--- src/rtl/sample_feeder.sv ---
// Sample FIFO and frame sequencer: buffers 8-bit samples and presents each one on
// `current` for one HOLD-cycle bit-serial frame, with frame markers and a slot index.
module sample_feeder #(
  parameter int DEPTH = 4,
  parameter int HOLD  = 8
) (
  input  logic                     clk,
  input  logic                     rst,
  input  logic [7:0]               in_data,
  input  logic                     in_valid,
  output logic                     in_ready,
  output logic [7:0]               current,
  output logic                     frame_start,
  output logic                     frame_active,
  output logic [2:0]               slot,
  output logic [$clog2(DEPTH):0]   level,
  output logic [7:0]               frame_count
);

  localparam int AW = $clog2(DEPTH);
  localparam int LW = AW + 1;
  localparam logic [2:0]    LAST_SLOT = 3'(HOLD - 1);
  localparam logic [LW-1:0] FULL_LVL  = LW'(DEPTH);

  typedef enum logic {
    S_IDLE = 1'b0,
    S_HOLD = 1'b1
  } state_t;

  state_t          r_state;
  state_t          w_state_nxt;
  logic [7:0]      r_mem [DEPTH];
  logic [AW-1:0]   r_wr_ptr;
  logic [AW-1:0]   r_rd_ptr;
  logic [LW-1:0]   r_level;
  logic [7:0]      r_current;
  logic            r_frame_start;
  logic [2:0]      r_slot;
  logic [7:0]      r_frame_count;

  logic            w_ready;
  logic            w_push;
  logic            w_pop;
  logic            w_frame_done;
  logic            w_frame_start_nxt;
  logic [2:0]      w_slot_nxt;
  logic            w_have_sample;

  // Ready depends only on registered occupancy, never on in_valid.
  assign w_ready       = (r_level != FULL_LVL);
  assign w_push        = in_valid && w_ready && !rst;
  assign w_have_sample = (r_level != '0);

  // NOTE: every signal written here gets a default first, so no path leaves it
  // unassigned and no latch is inferred.
  always_comb begin
    w_state_nxt       = r_state;
    w_slot_nxt        = r_slot;
    w_frame_start_nxt = 1'b0;
    w_pop             = 1'b0;
    w_frame_done      = 1'b0;
    unique case (r_state)
      S_IDLE: begin
        if (w_have_sample) begin
          w_pop             = 1'b1;
          w_slot_nxt        = 3'd0;
          w_frame_start_nxt = 1'b1;
          w_state_nxt       = S_HOLD;
        end
      end
      S_HOLD: begin
        if (r_slot != LAST_SLOT) begin
          w_slot_nxt = r_slot + 3'd1;
        end else begin
          w_frame_done = 1'b1;
          w_slot_nxt   = 3'd0;
          if (w_have_sample) begin
            w_pop             = 1'b1;
            w_frame_start_nxt = 1'b1;
          end else begin
            w_state_nxt = S_IDLE;
          end
        end
      end
      default: begin
        w_state_nxt = S_IDLE;
        w_slot_nxt  = 3'd0;
      end
    endcase
  end

  // NOTE: sequential state uses non-blocking assignments so every register
  // samples the pre-edge values, independent of statement order.
  always_ff @(posedge clk or posedge rst) begin
    if (rst) begin
      r_state       <= S_IDLE;
      r_slot        <= 3'd0;
      r_frame_start <= 1'b0;
      r_current     <= 8'h00;
      r_frame_count <= 8'h00;
    end else begin
      r_state       <= w_state_nxt;
      r_slot        <= w_slot_nxt;
      r_frame_start <= w_frame_start_nxt;
      if (w_pop) begin
        r_current <= r_mem[r_rd_ptr];
      end
      if (w_frame_done) begin
        r_frame_count <= r_frame_count + 8'd1;
      end
    end
  end

  always_ff @(posedge clk or posedge rst) begin
    if (rst) begin
      r_wr_ptr <= '0;
      r_rd_ptr <= '0;
      r_level  <= '0;
    end else begin
      if (w_push) begin
        r_wr_ptr <= r_wr_ptr + AW'(1);
      end
      if (w_pop) begin
        r_rd_ptr <= r_rd_ptr + AW'(1);
      end
      if (w_push && !w_pop) begin
        r_level <= r_level + LW'(1);
      end else if (w_pop && !w_push) begin
        r_level <= r_level - LW'(1);
      end
    end
  end

  // NOTE: the storage array has no reset; cleared pointers and level make any
  // stale contents unreachable, and leaving it unreset keeps it a plain RAM.
  always_ff @(posedge clk) begin
    if (w_push) begin
      r_mem[r_wr_ptr] <= in_data;
    end
  end

  assign in_ready     = w_ready;
  assign current      = r_current;
  assign frame_start  = r_frame_start;
  assign frame_active = (r_state == S_HOLD);
  assign slot         = r_slot;
  assign level        = r_level;
  assign frame_count  = r_frame_count;

endmodule

--- config.mk ---
export PLATFORM = sky130hd
export DESIGN_NAME = sample_feeder
export DESIGN_NICKNAME = d
export VERILOG_FILES = /design/src/rtl/sample_feeder.sv
export SDC_FILE = /design/constraint.sdc
export NUM_CORES = 1
export LEC_CHECK = 0
export ABC_AREA = 1
export ABC_CLOCK_PERIOD_IN_PS = 2400
export BUFFER_PORTS_ARGS = -buffer_cell sky130_fd_sc_hd__buf_2
export CORE_MARGIN = 1
export CORE_UTILIZATION = 57
export DETAILED_ROUTE_END_ITERATION = 10
export PLACE_DENSITY = 0.9
export SYNTH_ARGS = -nofsm -noshare
export SYNTH_HDL_FRONTEND = slang
export SYNTH_SLANG_ARGS = --single-unit
--- constraint.sdc ---
create_clock -name clk -period 2.4 [get_ports clk]
set_input_delay 0.48 -clock clk [delete_from_list [all_inputs] [get_ports clk]]
set_output_delay 0.48 -clock clk [all_outputs]
set_load 0.005 [all_outputs]
==> flow_metrics.env <==
export IMPL_status="completed"
export IMPL_regToRegStartpoint="slot[0]"
export IMPL_place_inst=371
export IMPL_antenna_found_initial=0
export IMPL_num_vias=1944
export IMPL_relSlewSlack=0.568
export IMPL_synth_top_family_by_area="simple AND/OR/NAND/NOR gates"
export IMPL_gp_congestion=0.814
export IMPL_synth_fa_ha_area_frac=0.0442
export IMPL_synth_xor_area_share=0.0225
export IMPL_synth_area_leaders="edfxtp_1 35%, dfrtp_1 26%, nand2_1 14%, inv_1 7.9%, nand3_1 3.9%"
export IMPL_slew_violations=0
export IMPL_synth_top_area_frac=0.353
export IMPL_grt_pass1_vias=1943
export IMPL_muxShareOfSynthArea=0
export IMPL_routedWlPerCell_um=13.7
export IMPL_clock_skew_ns=0.00606
export IMPL_period_needed_ns=2.12
export IMPL_synth_compound_area_frac=0.00368
export IMPL_hold_slack_ns=0.284
export IMPL_cts_sinks=60
export IMPL_cts_root_buf="clkbuf_8"
export IMPL_path_clk_slew_ns=0.07
export IMPL_htreeDepth=3
export IMPL_synth_seq_cells=60
export IMPL_final_common_cell="nand2_1"
export IMPL_rsz0062_at_grt="no"
export IMPL_drive_gt1_frac=0.188
export IMPL_final_area_um2=3160
export IMPL_ys_warn_count=0
export IMPL_synthCells=283
export IMPL_initial_utilization=0.608
export IMPL_cts_buffers_inserted=9
export IMPL_via_per_inst=5.02
export IMPL_hpwl_mm=3.37
export IMPL_ys_seq_area_frac=0.611
export IMPL_postCtsSetupBuffers=0
export IMPL_power_density_nw_per_um2=1150
export IMPL_yosys_area_share_simple=0.219
export IMPL_nNetsFinal=350
export IMPL_die_y_um=71.1
export IMPL_combPwrFrac=0.314
export IMPL_p_int_w=0.00234
export IMPL_fin_tns_setup_ns=0
export IMPL_clock_latency_ns=0.34
export IMPL_drc=0
export IMPL_grtUsageMet3=0.0769
export IMPL_fp_dieW_um=71.1
export IMPL_crit_required_ns=2.62
export IMPL_met2_usage=0.408
export IMPL_clock_path_buffers=2
export IMPL_ff2ff_path_depth=11
export IMPL_grt_max_degree=31
export IMPL_die_area_um2=5050
export IMPL_yosysTopAreaCell="edfxtp_1"
export IMPL_endpoint_kind="flip-flop"
export IMPL_stdcell_count=387
export IMPL_core_um2=4470
export IMPL_tightest_slew_ns=0.649
export IMPL_syn_area_per_cell_um2=9.61
export IMPL_criticalPathCategory="flip-flop to flip-flop"
export IMPL_synthesis_area_um2=2720
export IMPL_track_usage=0.240
export IMPL_setup_viol=0
export IMPL_vdd_drop_max_mv=0.531
export IMPL_drv_cap=0
export IMPL_critPathArrivalTime_ns=2.34
export IMPL_wl_mm=5.29
export IMPL_seqPwrFrac=0.435
export IMPL_placementRows=24
export IMPL_fmax_ghz=0.472
export IMPL_finalCritPeriodShare=0.882
export IMPL_cts_tree="yes"
export IMPL_crit_path_start="slot[0]"
export IMPL_swShare=0.358
export IMPL_ant_nets=0
export IMPL_portBuffers=35
export IMPL_leakage_nw=1.63
export IMPL_grt_most_used_layer="met2"
export IMPL_switching_power_w=0.00130
export IMPL_drtIter0Drc=154
export IMPL_power_share_clock=0.250
export IMPL_hold_viol=0
export IMPL_cts_hold_buf=0
export IMPL_grt_ovfl_total=0
export IMPL_syn_nets=303
export IMPL_place_area_um2=2960
export IMPL_antenna_cells=0
export IMPL_layout_common_cells="103 x nand2_1, 56 x inv_1, 35 x buf_2, 32 x edfxtp_1, 28 x dfrtp_1"
export IMPL_startpoint_type="flip-flop"
export IMPL_areaGrowthSynthToFinish_pct=16.2
export IMPL_globalRouteMet1Util=0.277
export IMPL_drt_pass1_iter_count=6
export IMPL_cts_resized=0
export IMPL_worstPathMaxFanout=4
export IMPL_io_pins=36
export IMPL_utilization=0.706
export IMPL_worst_hold_path_type="primary input to asynchronous set/reset pin"
export IMPL_ys_types=23
export IMPL_grt_first_pass_wirelength_mm=8.85
## cell usage after synthesis (all sizes together)
master  count
buf         5
nand3      22
o21ai       2
nand3b      1
ha          8
edfxtp     32
xnor2       3
fa          1
xor2        4
inv        59
nand4       4
dfrtp      28
nor2        9
nand2     105
## kinds of logic (layout without fill, tap and decap cells)
kind of cell    Yosys count  in the layout
flops                    60             60
buf+inv                  64            116
fa+ha+maj                 9              9
simple gates            141            141
compound gates            2              2
xor+xnor                  7              7
## final timing paths
check,end,slack [ns]
hold / removal,current[0],0.28
setup reg to reg,level[2],0.28
min in group clk,r_mem[0][2],0.36
hold reg to reg,current[4],0.48
max in group asynchronous,current[3],1.84
setup / recovery,level[2],0.28
## critical path, stage by stage (launching register included)
cell and delay (ns):
dfrtp_1 0.41, ha_1 0.21, ha_1 0.20, inv_1 0.05, nand2_1 0.09, nand2_2 0.11
ha_1 0.17, inv_1 0.07, fa_1 0.38, nand2_1 0.08, nand3_1 0.09, xor2_1 0.15
## sequential cells by signal, indices dropped and copies added, names as in the netlist
register	flops
r_wr_ptr	2
frame_count	8
frame_start	1
r_mem	32
slot	3
r_rd_ptr	2
current	8
level	3
frame_active	1
## metal layers
metal  vias to the layer above  part of all wire
met5                         -                 0
met4                         0             0.024
met3                        12             0.037
met2                        49              0.53
met1                       921              0.41
li1                        962                 -
## power groups by stage
| stage | clock (W) | combinational [W] | sequential, W |
|---|---|---|---|
| final | 0.000911 | 0.00114 | 0.00158 |
| after global routing | 0.000970 | 0.00130 | 0.00162 |
| after CTS | 0.000916 | 0.00115 | 0.00158 |
| after detailed placement | 0 | 0.00112 | 0.00159 |
| after global placement | 0 | 0.00105 | 0.00158 |
| after floorplan | 0 | 0.000832 | 0.00152 |
## final cells by class
type                       count  area (um^2)
tap                           52         65.1
multi-input combinational    159          787
sequential                    60         1660
clock inverter                 1         30.0
clock buffer                  15          166
timing repair buffer          41          220
fill                         313         1320
inverter                      59          228
## per-stage QoR
stage | total power [W] | worst slack, ns
6_report | 0.00364 | 0.282
3_3_place_gp | 0.00263 | 0.373
4_1_cts | 0.00365 | 0.273
2_1_floorplan | 0.00235 | 0.249
5_1_grt | 0.00390 | 0.161
3_5_place_dp | 0.00271 | 0.269
(Power assumes the default switching activity.)
